## config.mk

```make
export PLATFORM = sky130hd
export DESIGN_NAME = writeback_regfile
export DESIGN_NICKNAME = d
export VERILOG_FILES = /design/src/rtl/writeback_regfile_pkg.sv /design/src/rtl/writeback_regfile_dst_sel.sv /design/src/rtl/writeback_regfile.sv
export SDC_FILE = /design/constraint.sdc
export NUM_CORES = 2
export LEC_CHECK = 0
export CORE_AREA = 2 2 436 438
export DETAILED_ROUTE_END_ITERATION = 7
export DIE_AREA = 0 0 438 440
export GPL_ROUTABILITY_DRIVEN = 0
export PLACE_DENSITY = 0.48
export SYNTH_ARGS = -nofsm -noshare
export SYNTH_HDL_FRONTEND = slang
export SYNTH_SLANG_ARGS = --single-unit
```

## constraint.sdc

```tcl
create_clock -name clk -period 3.7 [get_ports clk]
set_input_delay 0.74 -clock clk [delete_from_list [all_inputs] [get_ports clk]]
set_output_delay 0.74 -clock clk [all_outputs]
set_load 0.03 [all_outputs]
```

## src/rtl/writeback_regfile_pkg.sv

```systemverilog
// Y86 constants shared by the writeback stage and, later, the pipeline hazard logic.
// Contains the icodes, stat codes, register-specifier defaults and the status state type.
package writeback_regfile_pkg;

    localparam logic [3:0] ICODE_HALT   = 4'h0;
    localparam logic [3:0] ICODE_NOP    = 4'h1;
    localparam logic [3:0] ICODE_CMOVXX = 4'h2;
    localparam logic [3:0] ICODE_IRMOVQ = 4'h3;
    localparam logic [3:0] ICODE_RMMOVQ = 4'h4;
    localparam logic [3:0] ICODE_MRMOVQ = 4'h5;
    localparam logic [3:0] ICODE_OPQ    = 4'h6;
    localparam logic [3:0] ICODE_JXX    = 4'h7;
    localparam logic [3:0] ICODE_CALL   = 4'h8;
    localparam logic [3:0] ICODE_RET    = 4'h9;
    localparam logic [3:0] ICODE_PUSHQ  = 4'hA;
    localparam logic [3:0] ICODE_POPQ   = 4'hB;

    localparam logic [2:0] STAT_AOK = 3'd1;
    localparam logic [2:0] STAT_HLT = 3'd2;
    localparam logic [2:0] STAT_ADR = 3'd3;
    localparam logic [2:0] STAT_INS = 3'd4;

    localparam logic [3:0] RSP_IDX_DEF = 4'd4;
    localparam logic [3:0] RNONE_DEF   = 4'hF;
    localparam int         NUM_REGS    = 15;

    typedef enum logic [1:0] {
        ST_RUN,
        ST_HALT,
        ST_ADR,
        ST_INS
    } wb_state_e;

    function automatic logic [2:0] state_to_stat(input wb_state_e s);
        case (s)
            ST_HALT: return STAT_HLT;
            ST_ADR:  return STAT_ADR;
            ST_INS:  return STAT_INS;
            default: return STAT_AOK;
        endcase
    endfunction

endpackage

```

## src/rtl/writeback_regfile_dst_sel.sv

```systemverilog
// Destination-register selection for the E and M write ports of a Y86 instruction.
// Purely combinational so the pipelined hazard logic can instantiate it unchanged.
module wb_dst_sel
    import writeback_regfile_pkg::*;
#(
    parameter logic [3:0] RSP_IDX = RSP_IDX_DEF,
    parameter logic [3:0] RNONE   = RNONE_DEF
) (
    input  logic [3:0] icode,
    input  logic [3:0] rA,
    input  logic [3:0] rB,
    input  logic       cnd,
    output logic [3:0] dstE,
    output logic [3:0] dstM
);

    // NOTE: outputs get a default before the case so no path through the block infers a latch.
    always_comb begin
        dstE = RNONE;
        case (icode)
            ICODE_CMOVXX:                                     dstE = cnd ? rB : RNONE;
            ICODE_IRMOVQ, ICODE_OPQ:                          dstE = rB;
            ICODE_CALL, ICODE_RET, ICODE_PUSHQ, ICODE_POPQ:   dstE = RSP_IDX;
            ICODE_HALT, ICODE_NOP, ICODE_RMMOVQ, ICODE_MRMOVQ,
            ICODE_JXX:                                        dstE = RNONE;
            default:                                          dstE = RNONE;
        endcase
    end

    always_comb begin
        dstM = RNONE;
        case (icode)
            ICODE_MRMOVQ, ICODE_POPQ: dstM = rA;
            default:                  dstM = RNONE;
        endcase
    end

endmodule

```

## src/rtl/writeback_regfile.sv

```systemverilog
// Y86 writeback stage: 15-entry register file with E/M write ports and the
// processor status machine (RUN until a halt, address error or bad instruction).
module writeback_regfile
    import writeback_regfile_pkg::*;
#(
    parameter logic [3:0] RSP_IDX = RSP_IDX_DEF,
    parameter logic [3:0] RNONE   = RNONE_DEF
) (
    input  logic        clk,
    input  logic        rst_n,
    input  logic        wb_en,
    input  logic [3:0]  icode,
    input  logic [3:0]  rA,
    input  logic [3:0]  rB,
    input  logic        cnd,
    input  logic        mem_err,
    input  logic [63:0] valE,
    input  logic [63:0] valM,
    output logic [63:0] value0,
    output logic [63:0] value1,
    output logic [63:0] value2,
    output logic [63:0] value3,
    output logic [63:0] value4,
    output logic [63:0] value5,
    output logic [63:0] value6,
    output logic [63:0] value7,
    output logic [63:0] value8,
    output logic [63:0] value9,
    output logic [63:0] value10,
    output logic [63:0] value11,
    output logic [63:0] value12,
    output logic [63:0] value13,
    output logic [63:0] value14,
    output logic [2:0]  stat,
    output logic        halted
);

    logic [3:0]  dstE;
    logic [3:0]  dstM;
    logic [63:0] regs [NUM_REGS];
    wb_state_e   state;
    wb_state_e   state_next;
    logic        can_write;
    logic        we_e;
    logic        we_m;

    wb_dst_sel #(
        .RSP_IDX (RSP_IDX),
        .RNONE   (RNONE)
    ) u_dst_sel (
        .icode (icode),
        .rA    (rA),
        .rB    (rB),
        .cnd   (cnd),
        .dstE  (dstE),
        .dstM  (dstM)
    );

    // halt and illegal icodes never write, whatever the selector returns
    assign can_write = wb_en && (state == ST_RUN)
                       && (icode != ICODE_HALT) && (icode <= ICODE_POPQ);
    assign we_e = can_write && (dstE != RNONE) && (dstE < 4'(NUM_REGS));
    assign we_m = can_write && !mem_err && (dstM != RNONE) && (dstM < 4'(NUM_REGS));

    // NOTE: the register array is reset because software expects all registers to start at zero.
    always_ff @(posedge clk or negedge rst_n) begin
        if (!rst_n) begin
            for (int i = 0; i < NUM_REGS; i++) regs[i] <= '0;
        end else begin
            for (int i = 0; i < NUM_REGS; i++) begin
                // M port checked first so popq %rsp keeps the loaded value
                if (we_m && (dstM == 4'(i)))      regs[i] <= valM;
                else if (we_e && (dstE == 4'(i))) regs[i] <= valE;
            end
        end
    end

    // NOTE: sequential state uses non-blocking assignments so every flop samples pre-edge values.
    always_ff @(posedge clk or negedge rst_n) begin
        if (!rst_n) state <= ST_RUN;
        else        state <= state_next;
    end

    always_comb begin
        state_next = state;
        if (state == ST_RUN && wb_en) begin
            if (icode > ICODE_POPQ)       state_next = ST_INS;
            else if (mem_err)             state_next = ST_ADR;
            else if (icode == ICODE_HALT) state_next = ST_HALT;
        end
    end

    always_comb begin
        stat   = state_to_stat(state);
        halted = (state != ST_RUN);
    end

    assign value0  = regs[0];
    assign value1  = regs[1];
    assign value2  = regs[2];
    assign value3  = regs[3];
    assign value4  = regs[4];
    assign value5  = regs[5];
    assign value6  = regs[6];
    assign value7  = regs[7];
    assign value8  = regs[8];
    assign value9  = regs[9];
    assign value10 = regs[10];
    assign value11 = regs[11];
    assign value12 = regs[12];
    assign value13 = regs[13];
    assign value14 = regs[14];

endmodule
```

==> results.sh <==
export IMPL_ys_ff_latch=962
export IMPL_cts_sinks=962
export IMPL_fin_crit_ns=3.205
export IMPL_drcViolationCount=0
export IMPL_grt_pass1_vias=39750
export IMPL_initial_core_util_pct=23.05
export IMPL_synth_top_cell_by_area="dfrtp_1"
export IMPL_synth_top_family_by_area="compound AO/OA/AOI/OAI gates"
export IMPL_regArea_um2=24070
export IMPL_die_w_um=438
export IMPL_stdcell_count=8243
export IMPL_wl_per_cell_um=30.26
export IMPL_setup_slack_ns=0.4953
export IMPL_areaGrowthSynthToFinish_pct=44.45
export IMPL_final_setup_skew_ns=0.02760
export IMPL_yosys_warnings=0
export IMPL_grt_first_pass_wirelength_um=339400
export IMPL_p_leak_nw=29.01
export IMPL_power_w=0.02320
export IMPL_final_antenna_net_count=0
export IMPL_fmax_ghz=0.3120
export IMPL_die_h_um=440
export IMPL_numCtsBuffers=115
export IMPL_portBuffers=1108
export IMPL_relSlewSlack_pct=12.24
export IMPL_path_class="register to primary output"
export IMPL_dp_slack_ns=-0.06935
export IMPL_multiInputGateArea_um2=17300
export IMPL_hold_violations=0
export IMPL_drt_iter0_drc=3542
export IMPL_worst_slew_pin_slew_ns=1.312
export IMPL_io_pins=1109
export IMPL_fin_nets=5778
export IMPL_slew_violations=0
export IMPL_globalRouteOverflowTotal=0
export IMPL_drt_wl_total_um=249400
export IMPL_start_kind="register"
export IMPL_synth_compound_area_share_pct=17.17
export IMPL_post_route_period_util_pct=86.61
export IMPL_viasPerCell=4.989
export IMPL_antenna_found_initial=17
export IMPL_synth_area_top_cells="dfrtp_1 (55%), nand2_1 (8.5%), mux2i_1 (5.8%)"
export IMPL_holdPathStages=2
export IMPL_yosysTopAreaCellShare_pct=55.39
export IMPL_drtPass1Iterations=8
export IMPL_setup_viol=0
export IMPL_synth_edf_count=0
export IMPL_cp_arrival_ns=2.46
export IMPL_powerDensity_nw_per_um2=369.6
export IMPL_vias=41120
export IMPL_fin_setup_tns_ns=0
export IMPL_yosysSeqAreaShare_pct=55.39
export IMPL_fill_cells=19430
export IMPL_r2r_cells=11
export IMPL_cts_buffer_depth=3
export IMPL_synth_xor_area_share_pct=0
export IMPL_dp_cells=8022
export IMPL_peakVddDrop_mv=0.3492
export IMPL_yosys_area_share_simple_pct=16.19
export IMPL_cts_resized=0
export IMPL_grt_start_max_net_pins=96
export IMPL_cp_end_kind="primary output"
export IMPL_yosys_area_share_adder_pct=0.1152
export IMPL_synthFlopType="dfrtp_1"
export IMPL_cp_data_required_time_ns=2.96
export IMPL_maxCapViolations=0
export IMPL_cts_htree_levels=3
export IMPL_cts_root_buffer="clkbuf_16"
export IMPL_synthMuxAreaShare_pct=5.781
export IMPL_status="completed"
export IMPL_synth_distinct_cells=51
export IMPL_coreArea_um2=188600
export IMPL_drive_above_1_share_pct=9.393
export IMPL_cts_tree="yes"
export IMPL_clkLatencyLatePin_ns=0.78
export IMPL_dp_hpwl_um=173100
export IMPL_die_area_um2=192700
export IMPL_hold_class="register to register"
export IMPL_rsz0062_at_grt="no"
export IMPL_clk_pin_slew_ns=0.06
export IMPL_num_rows=160
export IMPL_synth_cells=4621
export IMPL_worstPathMaxFanout=4
export IMPL_track_usage_pct=24.98
export IMPL_async_flop_share_pct=100.0
export IMPL_syn_area_per_cell_um2=9.405
export IMPL_synth_nets=4770
export IMPL_synthesis_area_um2=43460
synthesized netlist by cell type (6+ instances only):
master and count:
a21oi_1 130, nand3_1 146, o22ai_1 132, buf_4 19, o21ai_1 81, buf_1 12
a22oi_1 65, buf_2 129, a21o_1 128, mux2i_1 251, o22ai_2 60, inv_1 69
nor2_1 590, dfrtp_1 962, o21ai_0 111, a31oi_1 256, a22o_1 128, clkbuf_1 295
nand2_1 980, buf_6 11, and3_1 6
worst max-delay path, cell delays in order, from the launching register on:
cell	delay (ns)
dfrtp_1	0.39
inv_1	0.08
ha_1	0.46
clkdlybuf4s50_1	0.77
area by class of cell:
type / count / share of cell area (%)
Timing Repair Buffer: 1357 / 22.71
Antenna cell: 15 / 0.05979
Inverter: 69 / 0.4126
Clock inverter: 36 / 0.5521
Clock buffer: 169 / 5.353
Tap cell: 2511 / 5.005
Sequential cell: 962 / 38.35
Multi-Input combinational cell: 3124 / 27.56
registers in the layout, indices dropped and copies added, names as in the netlist:
name / count
state: 2
value0: 64
value1: 64
value10: 64
value11: 64
value12: 64
value13: 64
value14: 64
value2: 64
value3: 64
value4: 64
value5: 64
value6: 64
value7: 64
value8: 64
value9: 64
cells in the final DEF, fill, tap and decap left out, types with 7 or more instances in the layout:
cell / n
a21oi_1: 130
diode_2: 15
dfrtp_1: 962
a22o_1: 128
o21ai_1: 81
nor2_4: 10
nand3_4: 7
o22ai_1: 132
a31oi_1: 256
buf_4: 145
a21o_1: 128
clkbuf_8: 28
nand2_4: 8
clkbuf_1: 26
a22oi_1: 65
clkinv_2: 17
o22ai_2: 60
inv_1: 69
clkbuf_16: 115
clkdlybuf4s50_1: 1107
nand2_1: 973
mux2i_1: 251
inv_6: 8
o21ai_0: 111
nand3_1: 140
nor2_1: 584
buf_12: 103
where the power goes:
group	switching (W)	leakage (nW)	internal, W	total [W]
registers	0	13.1	0.0105	0.0105
clock network	0.00493	1.83	0.00653	0.0115
logic	0.000954	14.1	0.000268	0.00122
total	0.00588	29.0	0.0173	0.0232
worst paths after layout:
path,start,slack [ns],endpoint
max in group asynchronous,rst_n,1.83,value9[19]
min in group asynchronous,rst_n,0.59,value11[33]
worst min register to register,value13[56],0.46,value13[56]
worst min-delay path,value13[56],0.46,value13[56]
worst max-delay path,state[1],0.50,stat[1]
worst max register to register,state[0],0.71,value2[62]
repair_timing:
item / CTS / global route
hold endpoints to repair: 23 / 0
buffers inserted: 0 / 0
hold buffers: 1 / 0
through the flow:
stage	hold WS (ns)	cell area [µm²]	util [%]
after CTS	0.4678	62740	33.27
after global routing	0.4821	62770	33.28
final	0.4648	62780	33.29
after floorplan	0.4444	43460	-
after global placement	0.4488	59020	31.30
after detailed placement	0.4541	59020	31.30
logic make-up (layout without fill, tap and decap cells):
kind of cell               after synthesis  count (layout)
AOI/OAI and AO/OA                     1101            1101
adders and majority gates                4               4
buffers and inverters                  535            1631
DFF                                    962             962
muxes                                  251             251
other                                    0              15
and+or+nand+nor                       1768            1768
routing by layer:
layer / vias up / routed length, µm / GRT usage, %
met4: 0 / 14900 / 13.89
met1: 21020 / 98930 / 30.73
li1: 17840 / - / -
met2: 1815 / 118700 / 40.82
met3: 448 / 16860 / 5.109
met5: - / 0 / 0
Note: power is estimated with default switching activity, not from simulation.
